`src/rtl/memc_drain.sv`:
```
// memc_drain: output-side deskew and tile collector for a DIM x DIM systolic array.
//
// Row i of the array output leaves i cycles after row 0. This block delays row i
// by DIM-1-i enable-qualified stages so that a whole column of C lines up. It
// writes each aligned column into a tile buffer, then returns the tile one row
// per handshake over a valid/ready port.
//
// Ports
//   clk          in   clock
//   rst          in   synchronous, active-high reset
//   en           in   advances the delay lines and capture; 0 freezes input-side state
//   in_vld       in   tags the column element currently on c_in[0]
//   c_in         in   DIM x BITS_C, c_in[i] = row i of the array output
//   cap_ready    out  a tile buffer is free for capture
//   out_valid    out  out_row holds a valid C row
//   out_ready    in   consumer accepts out_row
//   out_row      out  DIM x BITS_C, out_row[c] = C[out_row_idx][c]
//   out_row_idx  out  index of the row on out_row
//   tile_done    out  1-cycle pulse on the handshake of row DIM-1
//   ovf          out  sticky: an aligned column arrived with no free buffer
//
// Build option
//   MEMC_DRAIN_DBUF_EN  two ping-pong tile buffers; capture fills one while the
//                       other drains. Without it a single buffer is used and
//                       cap_ready stays low for the whole drain.
//
// State per buffer
//   state   | meaning
//   S_CAP   | buffer free, accepting aligned columns
//   S_DRAIN | buffer full, rows being returned to the consumer

module memc_drain #(
  parameter int BITS_C = 24,
  parameter int DIM    = 8
) (
  input  logic                       clk,
  input  logic                       rst,
  input  logic                       en,
  input  logic                       in_vld,
  input  logic [DIM-1:0][BITS_C-1:0] c_in,
  output logic                       cap_ready,
  output logic                       out_valid,
  input  logic                       out_ready,
  output logic [DIM-1:0][BITS_C-1:0] out_row,
  output logic [$clog2(DIM)-1:0]     out_row_idx,
  output logic                       tile_done,
  output logic                       ovf
);

  localparam int CW = $clog2(DIM);
  localparam logic [CW-1:0] LAST = CW'(DIM-1);

  typedef enum logic {
    S_CAP   = 1'b0,
    S_DRAIN = 1'b1
  } state_e;

  typedef logic [DIM-1:0][BITS_C-1:0] row_t;

  logic wr_sel;
  logic rd_sel;

`ifdef MEMC_DRAIN_DBUF_EN
  localparam int NBUF = 2;
  logic wr_sel_q;
  logic rd_sel_q;
  assign wr_sel = wr_sel_q;
  assign rd_sel = rd_sel_q;
`else
  localparam int NBUF = 1;
  assign wr_sel = 1'b0;
  assign rd_sel = 1'b0;
`endif

  // ---------------------------------------------------------------------------
  // Deskew: row i gets DIM-1-i stages; the last row needs none.
  // ---------------------------------------------------------------------------
  row_t           aligned;
  logic [DIM-2:0] vld_q;
  logic           avld;

  always_ff @(posedge clk) begin
    if (rst) begin
      vld_q <= '0;
    end else if (en) begin
      vld_q[0] <= in_vld;
      for (int k = 1; k < DIM-1; k++) begin
        vld_q[k] <= vld_q[k-1];
      end
    end
  end

  assign avld = vld_q[DIM-2];

  for (genvar i = 0; i < DIM-1; i++) begin : g_dly
    localparam int L = DIM-1-i;
    logic [L-1:0][BITS_C-1:0] sh_q;

    always_ff @(posedge clk) begin
      if (rst) begin
        sh_q <= '0;
      end else if (en) begin
        sh_q[0] <= c_in[i];
        for (int k = 1; k < L; k++) begin
          sh_q[k] <= sh_q[k-1];
        end
      end
    end

    assign aligned[i] = sh_q[L-1];
  end

  assign aligned[DIM-1] = c_in[DIM-1];

  // ---------------------------------------------------------------------------
  // Tile buffers and per-buffer FSM
  // ---------------------------------------------------------------------------
  state_e          st_q [NBUF];
  row_t            buf_q [NBUF][DIM];
  logic [CW-1:0]   col_cnt_q;
  logic [CW-1:0]   row_cnt_q;
  logic            ovf_q;

  logic cap_fire;
  logic cap_drop;
  logic hs;

  // The write pointer always targets the buffer that was not filled most
  // recently, and drains happen oldest-first, so if that buffer is busy the
  // other one is busy too: checking only st_q[wr_sel] is enough.
  assign cap_fire = avld & en & (st_q[wr_sel] == S_CAP);
  assign cap_drop = avld & en & (st_q[wr_sel] != S_CAP);

  assign out_valid = (st_q[rd_sel] == S_DRAIN);
  assign hs        = out_valid & out_ready;
  assign tile_done = hs & (row_cnt_q == LAST);

`ifdef MEMC_DRAIN_DBUF_EN
  assign cap_ready = (st_q[0] == S_CAP) | (st_q[1] == S_CAP);
`else
  assign cap_ready = (st_q[0] == S_CAP);
`endif

  // Buffers are not reset; the gate on out_valid keeps stale contents off
  // the output, and a discarded partial tile is simply overwritten.
  assign out_row     = out_valid ? buf_q[rd_sel][row_cnt_q] : '0;
  assign out_row_idx = row_cnt_q;
  assign ovf         = ovf_q;

  always_ff @(posedge clk) begin
    if (cap_fire) begin
      for (int r = 0; r < DIM; r++) begin
        buf_q[wr_sel][r][col_cnt_q] <= aligned[r];
      end
    end
  end

  always_ff @(posedge clk) begin
    if (rst) begin
      for (int b = 0; b < NBUF; b++) begin
        st_q[b] <= S_CAP;
      end
      col_cnt_q <= '0;
      row_cnt_q <= '0;
      ovf_q     <= 1'b0;
`ifdef MEMC_DRAIN_DBUF_EN
      wr_sel_q  <= 1'b0;
      rd_sel_q  <= 1'b0;
`endif
    end else begin
      if (cap_fire) begin
        if (col_cnt_q == LAST) begin
          st_q[wr_sel] <= S_DRAIN;
          col_cnt_q    <= '0;
`ifdef MEMC_DRAIN_DBUF_EN
          wr_sel_q     <= ~wr_sel_q;
`endif
        end else begin
          col_cnt_q <= col_cnt_q + CW'(1);
        end
      end

      // Dropped column: col_cnt_q is deliberately left alone.
      if (cap_drop) begin
        ovf_q <= 1'b1;
      end

      // cap_fire needs its buffer in S_CAP and hs needs its buffer in
      // S_DRAIN, so the two st_q writes never target the same entry.
      if (hs) begin
        if (row_cnt_q == LAST) begin
          st_q[rd_sel] <= S_CAP;
          row_cnt_q    <= '0;
`ifdef MEMC_DRAIN_DBUF_EN
          rd_sel_q     <= ~rd_sel_q;
`endif
        end else begin
          row_cnt_q <= row_cnt_q + CW'(1);
        end
      end
    end
  end

endmodule
```
`config.mk`:
```
export PLATFORM = sky130hd
export DESIGN_NAME = memc_drain
export DESIGN_NICKNAME = d
export VERILOG_FILES = /design/src/rtl/memc_drain.sv
export SDC_FILE = /design/constraint.sdc
export NUM_CORES = 2
export LEC_CHECK = 0
export CAP_MARGIN = 10
export CORE_ASPECT_RATIO = 2
export CORE_MARGIN = 4
export CORE_UTILIZATION = 40
export DETAILED_ROUTE_END_ITERATION = 7
export DONT_BUFFER_PORTS = 1
export PLACE_DENSITY = 0.54
export SYNTH_ARGS = -nofsm -noshare
export SYNTH_HDL_FRONTEND = slang
export SYNTH_SLANG_ARGS = --single-unit
```
`constraint.sdc`:
```
create_clock -name clk -period 30.1 [get_ports clk]
set_input_delay 6.02 -clock clk [delete_from_list [all_inputs] [get_ports clk]]
set_output_delay 6.02 -clock clk [all_outputs]
set_load 0.05 [all_outputs]
```
==> results by group <==
Drt
  • Antenna-violating nets left: 0
  • WL/cell: 26.5 um
  • 1st-iter DRT viols: 2798
  • Drt pass-1 iters: 8
  • DRC: 0
  • Vias/cell: 5.23
  • Final WL: 200000 um
  • Via count: 39524

Timing
  • Fmax: 78.9 MHz
  • Final worst setup slack: 17.42 ns
  • Final worst-path cycle share: 42.1%
  • Max-slew headroom: -80.4%
  • Min Clock Period, post-route: 12.68 ns
  • Count of final hold-check violations: 0
  • Slew of the pin with the lowest slew margin: 2.71 ns
  • Total negative slack: 0 ns
  • Fin Clk Skew: 0.0530 ns
  • Final Max Slew Viols: 583
  • Unrepaired setup endpoints after global routing: no
  • Setup violators final: 0

Setup path
  • Setup Crit Path Kind: in -> out
  • Critical path required time: 24.08 ns
  • Crit path largest cell delay: 0.63 ns
  • Critical path's top delay family: simple AND/OR/NAND/NOR gates
  • CP Cell Sequence: and3_1
  • Worst setup SP type: primary input
  • Worst-path maximum fanout: 4
  • FF-to-FF setup slack: 24.96 ns
  • Critical path capture point type: output pin
  • CP bufs+invs: 0
  • Slowest cell on the critical path: and3_1
  • Critical Path AT: 6.66 ns

Placed design
  • DP HPWL: 124000 um
  • Setup slack after placement: 17.40 ns
  • Placer Congestion: 0.722
  • Port-buffer cells: 0

Synth
  • Avg Cell Area, Syn: 17.6 sq um
  • Register bit total from synthesis: 2223
  • Register area share after synthesis: 72.8%
  • Post-synth top area cell: edfxtp_1
  • Yosys warning total: 0
  • Synth Cell Area: 0.0823 sq mm
  • Post-synth cell types: 24
  • Area share of the largest cell type after synthesis: 56.1%
  • Largest cells by area after synthesis: edfxtp_1, dfxtp_1, mux2i_1, mux4_2, nor2_1
  • Post-Synthesis Cells: 4673
  • Syn nets: 4874

Clock network
  • Setup bufs post-CTS: 0
  • Post-CTS sizing: 0
  • Hold_buf cts: 0
  • Clock-pin slew on the worst setup and hold paths: 0.06 ns
  • Clock latency on the worst-skew pair: 0.85 ns
  • CTS tree: yes
  • Root Buffer: clkbuf_16
  • Cts bufs inserted: 204
  • Clock sink count: 2223
  • H-tree levels: 4
  • CTS max path bufs: 4

Floorplan
  • # rows: 235
  • # IOs: 396
  • Core footprint: 0.205 sq mm
  • Full die area: 0.213 sq mm
  • Die span in x: 329 um
  • Starting Density: 40.2%
  • Die Span Y: 649 um

Global route
  • Initial antenna violation count: 26
  • Tot GR Track Use: 18.6%
  • Largest net degree at the start of global routing: 689
  • Grt ovf: 0
  • Vias in the first global route: 40356
  • First-pass GRT wire length: 292000 um

Worst hold path
  • Worst Hold Class: reg -> reg

Job
  • # Max-Cap Violations: 0

Power
  • Leak Pwr: 31.4 nW
  • Max IR drop VDD: 0.0470 mV
  • P per Cell Area: 67.2 mW/mm^2

Finish
  • Most frequent cells in the layout: edfxtp_1, nor2_1, mux2i_1
  • Area of the multi-input gates: 0.0209 sq mm
  • Fillers: 17978
  • Area Overhead vs Synth: 11.0%
  • Register Area: 0.0599 sq mm
  • Nets: 4862
  • Commonest non-fill, non-tap cell in the layout: edfxtp_1
  • Proportion of layout cells with a drive suffix above 1: 15.6%

Status
  • Failing checks: max-slew violations
  • Status: complete, but fails checks
[where the power goes]
part           switching, mW  internal, mW  total, mW
clock                   1.12          1.45       2.58
sequential            0.0343          3.26       3.30
combinational          0.150         0.117      0.268
total                   1.31          4.83       6.14
[cell type report]
class / instances / share of cell area [%]
inverters: 2 / 0.0164
multi-input cells: 2166 / 22.9
repair buffers: 64 / 0.581
clock buffers: 278 / 6.14
clock inverters: 94 / 1.02
well taps: 2725 / 3.73
diodes: 7 / 0.0192
flip-flops and latches: 2223 / 65.6
[layer usage]
layer  part of all wire [%]  GRT usage (%)  vias to the layer above
li1                       -              -                    17730
met1                     42           25.0                    20609
met2                     49           30.9                      889
met3                    6.2           4.16                      270
met4                    2.1           4.30                       26
met5                  0.078              0                        -
[through the flow]
step                      instance area, sq um  std cells  total power, mW  utilization (%)  hold slack, ns
after floorplan                          82300       4673             3.60                -           0.460
after global placement                   84800       7180             3.63             41.4           0.473
after detailed placement                 84800       7180             3.64             41.4           0.480
after CTS                                91300       7552             6.23             44.6           0.480
after global routing                     91300       7553             6.36             44.6           0.521
final                                    91300       7559             6.14             44.6           0.468
[worst paths after layout]
check	start	to	depth (start not counted)
worst min register to register	g_dly[2].sh_q[0]	g_dly[2].sh_q[24]	2
worst max-delay path	out_ready	tile_done	1
worst min-delay path	g_dly[2].sh_q[0]	g_dly[2].sh_q[24]	2
worst max register to register	st_q[0]	buf_q[0][713]	6
[tightest hold or removal path: cells and delay by family (launching register included)]
kind	cells	cell delay (ns)
and+or+nand+nor	1	0.07
DFF	1	0.34
muxes	1	0.07
[cell families (layout without fill, tap and decap cells)]
logic type | Yosys count | after routing | share of synthesized area, %
and+or+nand+nor | 899 | 899 | 4.14
muxes | 1258 | 1258 | 21.1
DFF | 2223 | 2223 | 72.8
other | 0 | 7 | 0
adders and majority gates | 4 | 4 | 0.0608
AOI/OAI and AO/OA | 5 | 5 | 0.0319
buffers and inverters | 284 | 438 | 1.85
[cells in the mapped netlist]
| cell type | count |
|---|---|
| nand3_1 | 1 |
| edfxtp_1 | 1537 |
| mux2i_1 | 874 |
| a31oi_1 | 1 |
| buf_1 | 5 |
| nor3_1 | 4 |
| clkbuf_1 | 107 |
| nand4_1 | 1 |
| nand4b_1 | 1 |
| inv_1 | 2 |
| a21oi_1 | 3 |
| buf_2 | 131 |
| nand3b_1 | 1 |
| o21ai_0 | 1 |
| ha_1 | 4 |
| nand2b_1 | 2 |
| nor2_1 | 880 |
| and3_1 | 1 |
| buf_6 | 39 |
| or3_1 | 1 |
| dfxtp_1 | 686 |
| mux4_2 | 384 |
| nor4_1 | 2 |
| nand2_1 | 5 |
[registers in the layout (all words and copies together), names as in the netlist]
name         flops
st_q             1
g_dly.sh_q     528
out_row_idx      3
vld_q            7
buf_q         1536
aligned        144
col_cnt_q        3
ovf              1
No activity file was read; power rests on OpenSTA's default activity.
